`src/rtl/ic74hc153_mux.sv`:
```
// 4-to-1 multiplexer modelled on the 74HC153: a combinational output, a strobed
// registered copy, and a saturating count of select-line changes.
module ic74hc153_mux #(
   parameter int CNT_W = 8
) (
   input  logic [3:0]       data,
   input  logic [1:0]       sel,
   output logic             out,
   input  logic             clk,
   input  logic             n_reset,
   input  logic             strobe_n,
   output logic             out_q,
   output logic [CNT_W-1:0] sel_changes
);

   logic             cap_d, cap_q;
   logic [1:0]       sel_prev_d, sel_prev_q;
   logic [CNT_W-1:0] cnt_d, cnt_q;

   // Holds at all-ones instead of wrapping to zero.
   function automatic logic [CNT_W-1:0] sat_inc(input logic [CNT_W-1:0] v);
      if (v == {CNT_W{1'b1}}) begin
         return v;
      end
      return v + {{(CNT_W-1){1'b0}}, 1'b1};
   endfunction

   always_comb begin
      out        = data[sel];
      cap_d      = strobe_n ? 1'b0 : data[sel];
      sel_prev_d = sel;
      cnt_d      = cnt_q;
      if (sel != sel_prev_q) begin
         cnt_d = sat_inc(cnt_q);
      end
   end

   always_ff @(posedge clk or negedge n_reset) begin
      if (!n_reset) begin
         cap_q      <= 1'b0;
         sel_prev_q <= 2'b00;
         cnt_q      <= '0;
      end else begin
         cap_q      <= cap_d;
         sel_prev_q <= sel_prev_d;
         cnt_q      <= cnt_d;
      end
   end

   assign out_q       = cap_q;
   assign sel_changes = cnt_q;

endmodule

```
`config.mk`:
```
export PLATFORM = sky130hd
export DESIGN_NAME = ic74hc153_mux
export DESIGN_NICKNAME = d
export VERILOG_FILES = /design/src/rtl/ic74hc153_mux.sv
export SDC_FILE = /design/constraint.sdc
export NUM_CORES = 1
export LEC_CHECK = 0
export CORE_MARGIN = 2
export CORE_UTILIZATION = 42
export DETAILED_ROUTE_END_ITERATION = 7
export PLACE_DENSITY = 0.73
export SYNTH_ARGS = -nofsm -noshare
export SYNTH_HDL_FRONTEND = slang
export SYNTH_SLANG_ARGS = --single-unit
```
`constraint.sdc`:
```
create_clock -name clk -period 2.12 [get_ports clk]
set_clock_uncertainty 0.1 [all_clocks]
set_input_delay 0.212 -clock clk [delete_from_list [all_inputs] [get_ports clk]]
set_output_delay 0.212 -clock clk [all_outputs]
set_load 0.02 [all_outputs]
```
======== Word level (Yosys, flattened, before mapping) ========
Cells that the tools add are included.
storage, ports and cells
  input port bits ......................... 9
  bits in registers ....................... 11
cells by class
  mux-type cells .......................... 6
  equal/unequal tests ..................... 3
  $lt $le $gt $ge ......................... 1
  reduce and logical (&&, ||, !) cells .... 1
  add/sub/neg operators ................... 1
operators by type and width
  cell                                                                  count
  8-bit by 1-bit adder with 8-bit output, second input constant         1
  8-bit equality test, second input constant                            1
  8-bit 2-to-1 mux                                                      1
  1-bit 2-to-1 mux                                                      4
  2-bit by 3-bit < comparator with 1-bit output, second input constant  1
  1-bit binary-select mux with 2-bit select                             1
  2-bit != test                                                         1
  2-bit != test, second input constant                                  1
  2-bit AND reduction                                                   1

======== Longest topological paths before layout ========
Gate-level depths: netlist (run 1).
  word-level depth ........................ 5
  depth in mapped cells ................... 4
  mapped depth without buffers ............ 4

======== Worst setup path after synthesis (run 1) ========
OpenSTA, ideal clock, no wires.
  path type ............................... register to register
  start point ............................. reg cnt_q[0] (netlist: sel_changes[0])
  end point ............................... reg cnt_q[1] (netlist: sel_changes[1])
  period minus slack after synthesis ...... 1.714 ns
  library setup time ...................... 0.125 ns
  arrival time ............................ 1.490 ns
  cell stages (with the launch flop) ...... 5
  buffers on the path ..................... 0
  path slack .............................. 0.406 ns
  data required time ...................... 1.895 ns
  cells stage by stage .................... dfrtp_1 > ha_1 > nand4_1 > o2bb2ai_1 > mux2_2
between the ends
  word-level cells in the longest chain between the ends .. 5
  elaborated cells on any way between the ends .. 7
RTL lines
  element                               line  RTL
  from (decl)                           18    logic [CNT_W-1:0] cnt_d, cnt_q;
  from (signal assigned)                46    cnt_q <= cnt_d;
  8-bit equality test                   22    if (v == {CNT_W{1'b1}}) begin
  1-bit 2-to-1 mux                      22
  1-bit 2-to-1 mux                      33    if (sel != sel_prev_q) begin
  2-bit != test (no source line)        n/a
  2-bit AND reduction (no source line)  n/a
Parallel ways exist; a longest one is shown, timed or not. The select of a mux whose other input is x is not followed.
A chain may end at the register's enable or synchronous reset.

======== Worst setup path in the final report (run 1) ========
  start point ............................. in sel[0]
  end point ............................... out out
between the ends
  word-level cells in the longest chain between the ends .. 2
RTL lines
  element                                    line  RTL
  from (decl)                                7     input logic [1:0] sel,
  1-bit binary-select mux with 2-bit select  29    out = data[sel];
  1-bit 2-to-1 mux (not written as such)     29
  to (decl)                                  8     output logic out,
No other way between the ends. The select of a mux whose other input is x is not followed.

==> results of run 1 <==
==> registers in the layout, indices dropped and copies added, names as in the netlist <==
| signal | count |
|---|---|
| sel_prev_q | 2 |
| sel_changes | 8 |
| out_q | 1 |
==> placed cells by master, fill, tap and decap left out, types with 2 or more instances in the layout <==
cell type        count
a21oi_1              2
clkdlybuf4s50_1     17
clkbuf_4             3
mux2_2               3
inv_1                2
o21ai_0              2
dfrtp_1             11
mux2_1               2
nand3_1              3
buf_4                2
nand2_1              4
xnor2_2              2
a211oi_1             2
==> layout make-up <==
| cell class | count | area (um^2) | area share |
|---|---|---|---|
| Multi-Input combinational cell | 31 | 280 | 0.349 |
| Sequential cell | 11 | 275 | 0.343 |
| Timing Repair Buffer | 20 | 194 | 0.241 |
| Clock buffer | 3 | 22.5 | 0.0280 |
| Tap cell | 15 | 18.8 | 0.0234 |
| Inverter | 2 | 7.51 | 0.00935 |
| Clock inverter | 1 | 5.00 | 0.00623 |
==> metal layers <==
layer | wire length (um) | part of all wire
met5 | 0 | 0
met4 | 23 | 0.024
met3 | 59 | 0.061
met2 | 479 | 0.49
met1 | 412 | 0.42
==> cells by family after synthesis <==
family / after synthesis / synth area share
xor gates and xnor gates: 3 / 0.0733
AOI/OAI and AO/OA: 10 / 0.156
DFF: 11 / 0.489
muxes: 7 / 0.164
buffers and inverters: 2 / 0.0133
and+or+nand+nor: 10 / 0.0822
adders and majority gates: 1 / 0.0222
==> worst min path at each step <==
stage                         from             end  slack (ns)  depth (start not counted)
finish                     n_reset  sel_changes[5]        0.16                          1
global route               n_reset  sel_changes[4]        0.20                          1
CTS                        n_reset  sel_changes[5]        0.18                          1
detailed placement  sel_changes[0]  sel_changes[0]        0.42                          1
global placement    sel_changes[0]  sel_changes[0]        0.42                          1
floorplan                  n_reset           out_q       -0.18                          0
==> synthesized netlist by cell type, drive strengths merged <==
cell	number
dfrtp	11
mux2	5
nand2	4
nand3	3
xnor2	3
a211oi	2
a21oi	2
inv	2
o21ai	2
a2111oi	1
a21boi	1
ha	1
mux2i	1
mux4	1
nand4	1
nor2	1
nor2b	1
o22a	1
o2bb2ai	1
==> stage by stage <==
step	util	hold WS, ns	cells	TNS, ns
6_report	0.633	0.163	83	0
5_1_grt	0.633	0.201	83	0
4_1_cts	0.633	0.181	83	0
3_5_place_dp	0.612	0.421	79	-0.0226
3_3_place_gp	0.612	0.418	79	-0.00833
2_1_floorplan	-	-0.184	44	0
==> power by group <==
part | total [mW] | internal [mW] | switching (mW)
clock network | 0.143 | 0.0699 | 0.0734
registers | 0.378 | 0.290 | 0.0873
logic | 0.507 | 0.262 | 0.245
total | 1.03 | 0.622 | 0.406
==> worst reg2reg max path, cell delays in order (launching register included) <==
cell       delay, ns
dfrtp_1         0.40
ha_1            0.22
nand4_1         0.17
o2bb2ai_1       0.25
mux2_2          0.36
==> flow_summary.toml, run 1 <==
[worst_setup_path]
cp_top_family = "buffers and inverters"
worstPathCellList = "clkdlybuf4s50_1 > mux4_1 > dlygate4sd2_1"
regToRegSetupSlack_ns = 0.52
r2r_cells = 4
required_ns = 1.81
r2r-end = "sel_changes[1]"
setup.worst_path.end_class = "primary output"
r2r_start = "sel_changes[0]"
worst_path_max_delay_cell = "mux4_1"
endpoint = "out"
startpoint_type = "input pin"
worst-path-max-fanout = 2
path_class = "input pin to primary output"
crit_buf_inv = 2
cp-startpoint = "sel[0]"
arrival_ns = 1.61
crit_path_max_incr_delay_ns = 0.57
path_depth = 3

[yosys]
synth.cell_area_um2 = 563
ys_seq_elements = 11
yosys_warnings = 0
synth_area_leader_cell = "dfrtp_1"
synth_seq_area_share = 0.489
synthTopCellsByArea = "dfrtp_1 (49%), mux2_2 (6.0%), xnor2_2 (5.8%), a2111oi_4 (4.9%), mux4_1 (4.7%)"
synth.avg_cell_area_um2 = 12.8
yosys.area.top_type_share = 0.489
synth.net_count = 54
synth_cell_types = 21
synthCells = 44

[routing]
vias = 435
wire_per_inst_um = 11.7
first_iter_violations = 6
final_antenna_net_count = 0
vias_per_cell = 5.24
drc = 0
drt-total-wl_um = 973
first_pass_iters = 4

[placed_design]
place_congestion = 0.698
placed_area_um2 = 777
dpl_worst_slack_ns = -0.0226
hpwl_um = 806
port_buffers = 18

[run]
maxCapViolCount = 0

[global_route]
track_usage = 0.157
gr-usage-met2 = 0.242
grt_pass1_vias = 398
grt_pass1_wl_um = 1610
grt.busiest_layer = "met2"
grt_max_degree = 12
globalRouteMet3Util = 0.0326
grt_overflow = 0
antenna_found_initial = 0
use_met1 = 0.200

[sta]
fin_crit_ns = 1.92
relSlewSlack = 0.675
rsz0062_at_grt = "false"
setup_violations = 0
slew_viol_final = 0
finalHoldViolations = 0
worst_pin_slew_ns = 0.486
fin_ws_ns = 0.196
max_freq_ghz = 0.520
finalCritPeriodShare = 0.908

[clock_network]
cts_resized = 1
cts_root_buf = "clkbuf_4"
cts_tree = "built"
clkLatencyLatePin_ns = 0.27
cts_buffers = 3
htree_levels = 1
clock-sinks = 11
cts_setup_buffers = 0
clk_pin_slew_ns = 0.07
cts_hold_buf = 0
cts.path.max_buffers = 2

[floorplan]
initial_utilization = 0.444
die_w_um = 40.6
core_area_um2 = 1270
placementRows = 13
fp.dieH_um = 40.6
io_pins = 19
dieArea_um2 = 1650

[power]
total_power_mw = 1.03
p_per_area_nw_per_um2 = 1280
leakagePower_nw = 0.328
ir_drop_v = 0.000861

[cells_and_area]
fill_cells = 118
area_delta_synth_final_pct = 42.7
nets = 79
finalInstanceArea_um2 = 803
num_antenna_cells = 0
final_layout_size_suffix_gt1_frac = 0.176

[hold_path]
hold_path_class = "input pin to async pin"

[run_status]
status = "finished, final reports clean"
No activity file was read; power rests on OpenSTA's default activity.
==> run 2: changes to the inputs <==
Settings changed: PLACE_DENSITY 0.73 to 0.75.
==> flow_summary.toml, run 2 (synthesis results as in run 1) <==
[global_route]
grt.busiest_layer = "met2"
use_met1 = 0.195
globalRouteMet3Util = 0.0489
grt_max_degree = 12
antenna_found_initial = 0
grt_overflow = 0
gr-usage-met2 = 0.218
track_usage = 0.149
grt_pass1_wl_um = 1570
grt_pass1_vias = 369

[clock_network]
cts_setup_buffers = 0
clkLatencyLatePin_ns = 0.27
cts_tree = "built"
cts_hold_buf = 0
clk_pin_slew_ns = 0.08
cts.path.max_buffers = 2
clock-sinks = 11
htree_levels = 1
cts_buffers = 3
cts_root_buf = "clkbuf_4"

[routing]
wire_per_inst_um = 12.3
first_iter_violations = 9
vias = 417
first_pass_iters = 3
final_antenna_net_count = 0
drt-total-wl_um = 1020
vias_per_cell = 5.02
drc = 0

[floorplan]
io_pins = 19
placementRows = 13
initial_utilization = 0.444
fp.dieH_um = 40.6
die_w_um = 40.6
core_area_um2 = 1270
dieArea_um2 = 1650

[worst_setup_path]
path_class = "input pin to primary output"
arrival_ns = 1.61
r2r_cells = 4
worst-path-max-fanout = 2
setup.worst_path.end_class = "primary output"
startpoint_type = "input pin"
required_ns = 1.81

[sta]
finalCritPeriodShare = 0.907
finalHoldViolations = 0
fin_ws_ns = 0.197
max_freq_ghz = 0.520
slew_viol_final = 0
worst_pin_slew_ns = 0.491
relSlewSlack = 0.672
rsz0062_at_grt = "false"
setup_violations = 0
fin_crit_ns = 1.92
whs_ns = 0.170

[cells_and_area]
nets = 79
final_cell_mix = "clkdlybuf4s50_1 (17), dfrtp_1 (11), nand2_1 (4)"
finalNonFillerCells = 83
area_delta_synth_final_pct = 42.4
mostFrequentLayoutCell = "clkdlybuf4s50_1"
largest_register_ffs = 8
finalInstanceArea_um2 = 802
final_layout_size_suffix_gt1_frac = 0.162
num_antenna_cells = 0
final_util = 0.632

[hold_path]
hold_path_class = "input pin to async pin"

[power]
ir_drop_v = 0.000784
leakagePower_nw = 0.325
p_per_area_nw_per_um2 = 1290

[placed_design]
place_congestion = 0.698
dpl_worst_slack_ns = -0.0322
port_buffers = 18
placed_area_um2 = 777
dp_cells = 79
hpwl_um = 797

[run]
maxCapViolCount = 0

[run_status]
status = "finished, final reports clean"
==> run 2: worst paths after layout <==
kind                           startpoint        endpoint  slack [ns]
min reg2reg                sel_changes[0]  sel_changes[0]        0.44
max                                sel[0]             out        0.20
max reg2reg                sel_changes[0]  sel_changes[1]        0.43
min in group clk                 strobe_n           out_q        0.40
min                               n_reset  sel_changes[7]        0.17
max in group asynchronous         n_reset  sel_changes[3]        1.41
==> run 2: layout make-up <==
class | instances | area [um^2]
fill | 99 | 467
multi-input combinational | 31 | 280
sequential | 11 | 275
timing repair buffer | 20 | 194
clock buffer | 4 | 26.3
tap | 15 | 18.8
inverter | 2 | 7.51
==> run 2: layer usage <==
| layer | up-vias | part of all wire |
|---|---|---|
| met5 | - | 0 |
| met4 | 0 | 0 |
| met3 | 0 | 0.044 |
| met2 | 12 | 0.45 |
| met1 | 194 | 0.50 |
| li1 | 211 | - |
==> run 2: where the power goes <==
part,switching [mW],internal (mW)
sequential,0.0921,0.290
combinational,0.248,0.262
clock,0.0701,0.0727
total,0.410,0.625
==> run 2: what timing repair did <==
action | in CTS | in global routing
endpoints found under the setup margin | 1 | 0
resized for setup | 1 | 0
endpoints found under the hold margin | 0 | 0
==> run 2: critical path, stage by stage <==
cell and delay [ns]:
clkdlybuf4s50_1 0.49, mux4_1 0.57, dlygate4sd2_1 0.34
==> run 2: stage by stage <==
step | power [mW] | setup TNS [ns]
floorplan | 0.670 | 0
global placement | 0.888 | -0.00584
detailed placement | 0.900 | -0.0322
CTS | 1.04 | 0
global route | 1.11 | 0
finish | 1.04 | 0
==> variant 1 (flow settings as in run 2) <==
Put one more register stage on the output `sel_changes`, cleared by the reset. The value now appears one clock later. The other outputs are not delayed to match.
--- a/src/rtl/ic74hc153_mux.sv
+++ b/src/rtl/ic74hc153_mux.sv
@@ -48,7 +48,13 @@
    end
 
    assign out_q       = cap_q;
-   assign sel_changes = cnt_q;
+   always_ff @(posedge clk or negedge n_reset) begin
+      if (!n_reset) begin
+         sel_changes <= '0;
+      end else begin
+         sel_changes <= cnt_q;
+      end
+   end
 
 endmodule
 
Function: changed (a bounded check fails within 4 cycles, from zero or initial values and one cycle with n_reset low).
==> variant 1 against run 2 <==
First-iteration DRC count shrank 89%. Sequential cell count increased by 8. Maximum frequency shrank 0.16%. Synthesized area rose by 34%. Power is 20% higher. Final area rose by 26%. Global-route usage shrank 1.8 points. Cell count up 20%. Hold slack lost 19 ps. Wire length is 8.6% higher. Clock power up 20%. Setup slack got worse by 3.2 ps. Register-to-register slack hardly changed. Largest cell class is now registers.
==> variant 1: results <==
[synthesis]
synth_cell_types = 20
yosys.area_share.adder_pct = 1.65
muxShareOfSynthArea_pct = 10.9
synthTopCellsByArea = "dfrtp_1, mux2_4, xnor2_2"
yosys-top-cells-count = "dfrtp_1, nand2_1"
syn_inst = 51
synth_xor_area_share_pct = 8.93
synth_compound_area_share_pct = 2.64
syn-num-nets = 61

[global_route]
antenna_found_initial = 0
grt_pass1_vias = 441
grt_usage_pct = 13.1
grt_max_degree = 20

[timing]
hold_ws_ps = 151

[cells_and_area]
layout.nets = 86
drive_above_1_share_pct = 18.7
nFillCells = 145

[worst_setup_path]
r2r-start = "cnt_q[0]"

[pwr]
vdd_ir_drop_max_v = 0.000797

[place]
placed_cells = 96
gp_congestion = 0.675
dp_hpwl_um = 807
port_buffers = 18

[route]
avgRoutedWirePerCell_um = 11.1
vias_per_cell = 4.75
drt_iter0_markers = 1
wirelength_mm = 1.11

[outcome]
status = "completed"

[clock_tree]
cts_root_buf = "clkbuf_4"
clock_latency_ps = 290
cts.clk_slew.worst_paths_ps = 100
-- variant 1: worst max-delay path by stage --
stage	from	end	slack, ps	depth (start not counted)
after floorplan	cnt_q[0]	cnt_q[1]	580	4
after global placement	sel[0]	out	-10	3
after detailed placement	sel[0]	out	-30	3
after CTS	sel[0]	out	180	3
after global routing	sel[0]	out	150	3
final	sel[0]	out	190	3
-- variant 1: through the flow --
step | setup WS [ps] | area [um^2]
2_1_floorplan | 580 | 757
3_5_place_dp | -34.2 | 983
3_3_place_gp | -12.4 | 983
6_report | 194 | 1010
4_1_cts | 183 | 1010
5_1_grt | 147 | 1010
-- variant 1: layout make-up --
class / instances / area, um^2 / area share (%)
well taps: 25 / 31.3 / 3.10
flip-flops and latches: 19 / 475 / 47.1
inverters: 1 / 3.75 / 0.372
repair buffers: 20 / 194 / 19.2
multi-input cells: 31 / 278 / 27.5
clock buffers: 4 / 26.3 / 2.61
-- variant 1: logic make-up after synthesis --
| kind of cell | Yosys count |
|---|---|
| flops | 19 |
| simple gates | 17 |
| xor+xnor | 6 |
| mux | 5 |
| compound gates | 2 |
| buf+inv | 1 |
| fa+ha+maj | 1 |
-- variant 1: worst max-delay path, stage by stage --
cell and delay [ps]:
clkdlybuf4s50_1 490, mux4_1 570, dlygate4sd2_1 340
-- variant 1: report_power, final --
group          internal (mW)  switching (mW)
Clock                 0.0731          0.0992
Sequential             0.502           0.119
Combinational          0.252           0.203
-- variant 1: timing repair --
action | CTS | global route
resized for setup | 1 | 0
setup endpoints to repair | 1 | 0
setup buffers | 0 | 0
-- variant 1: routing by layer --
layer / up-vias / global-route usage [%] / part of all wire, %
met3: 4 / 3.53 / 4.8
met1: 228 / 15.1 / 42
met2: 17 / 21.1 / 50
met5: - / 0 / 0
li1: 226 / - / -
met4: 0 / 8.57 / 2.6
==> variant 2 (config.mk and constraints of run 2) <==
Without the edit above. Change the parameter `CNT_W` from 8 to 9.
--- a/src/rtl/ic74hc153_mux.sv
+++ b/src/rtl/ic74hc153_mux.sv
@@ -1,7 +1,7 @@
 // 4-to-1 multiplexer modelled on the 74HC153: a combinational output, a strobed
 // registered copy, and a saturating count of select-line changes.
 module ic74hc153_mux #(
-   parameter int CNT_W = 8
+   parameter int CNT_W = 9
 ) (
    input  logic [3:0]       data,
    input  logic [1:0]       sel,
Interface: changed (resized sel_changes); port bits go from 19 to 20. No check against the original RTL was run, so the function may have changed too.
==> variant 2 against run 2 <==
Combinational power is 22% lower. Power is 13% lower. Setup slack worse by 0.65 ps. Highest routed layer unchanged. Wire length is 8.9% lower. Final area is 3.9% lower. Sequential cell count is 1 higher. Synthesized area is 5.1% lower.
==> variant 2: results <==
[outcome]
status = "completed"

[worst_setup_path]
r2r_slack_ps = 250
crit_path_max_incr_delay_ps = 560
reg2regPathDepth = 6
r2r-end = "sel_changes[8]"
r2r-start = "sel_changes[2]"
crit_family = "buffers and inverters"
arrival_ps = 1610

[cells_and_area]
drive_above_1_share_pct = 9.68
largest_reg_flops = 9
layout.nets = 75

[pwr]
vdd_ir_drop_max_v = 0.000717
p_leak_nw = 0.323

[place]
port_buffers = 19
gp_congestion = 0.658

[synthesis]
synth_cell_types = 16
yosys-top-cells-count = "dfrtp_1, xnor2_1, nand3_1"
synthArstFlopShare_pct = 100
synth_top_area_share_pct = 56.2
ys_seq_area_share_pct = 56.2
synthTopCellsByArea = "dfrtp_1, xnor2_1, mux4_1"
syn-num-nets = 50

[global_route]
grt_usage_pct = 15.6
grt_pass1_wl_mm = 1.61
grt_pass1_vias = 363
grt_max_degree = 13

[clock_tree]
clock_latency_ps = 260
cts_buffer_depth = 2
cts_root_buf = "clkbuf_4"

[route]
dr_wl_met2_um = 470
firstDrtPassIters = 2
drt_iter0_markers = 3
wl_met1_um = 407
vias_per_cell = 5.04
wirelength_um = 930
route.met3.wl_um = 52

[timing]
worst_pin_slew_ps = 525
period_share_pct = 90.8
hold_ws_ps = 198

[hold_path]
holdCritPathClass = "in2async"
variant 2: worst max-delay path by stage:
stage	depth (start not counted)	from	slack (ps)	end
finish	3	sel[0]	200	out
global route	6	sel_changes[2]	120	sel_changes[1]
CTS	3	sel[0]	190	out
detailed placement	3	sel[0]	-30	out
global placement	3	sel[0]	3	out
floorplan	6	sel_changes[2]	300	sel_changes[8]
variant 2: final cells by class:
cell class	count	area [um^2]
flip-flops and latches	12	300
well taps	14	17.5
multi-input cells	27	234
clock buffers	3	22.5
repair buffers	20	196
fillers	101	370
variant 2: per-layer routing:
metal	global-route usage (%)	up-vias
li1	-	183
met1	19.9	190
met2	25.8	10
met3	3.41	0
met4	5.17	0
met5	0	-
variant 2: logic make-up (layout without fill, tap and decap cells):
family	count (synthesis)	count (layout)	share of synthesized area, %
compound gates	1	1	3.05
xor+xnor	9	9	14.8
fa+ha+maj	2	2	4.68
buf+inv	0	23	0
flops	12	12	56.2
mux	3	3	9.13
simple gates	12	12	12.2
variant 2: metrics by stage:
stage | instance area (um^2) | setup WS, ps | cells | total power [mW] | TNS (ps)
final | 771 | 196 | 76 | 0.898 | 0
after global routing | 771 | 121 | 76 | 0.961 | 0
after CTS | 771 | 191 | 76 | 0.914 | 0
after detailed placement | 749 | -29.5 | 73 | 0.780 | -29.5
after global placement | 749 | 3.09 | 73 | 0.770 | 0
after floorplan | 534 | 301 | 39 | 0.588 | 0
variant 2: where the power goes:
group	internal, mW	switching (mW)
clock	0.0654	0.0636
sequential	0.301	0.0718
combinational	0.212	0.185
variant 2: what timing repair did:
item / 4_1_cts / 5_1_grt
buffers inserted: 0 / 0
endpoints found under the setup margin: 1 / 0
hold buffers: 0 / 0
gates resized for setup: 1 / 0
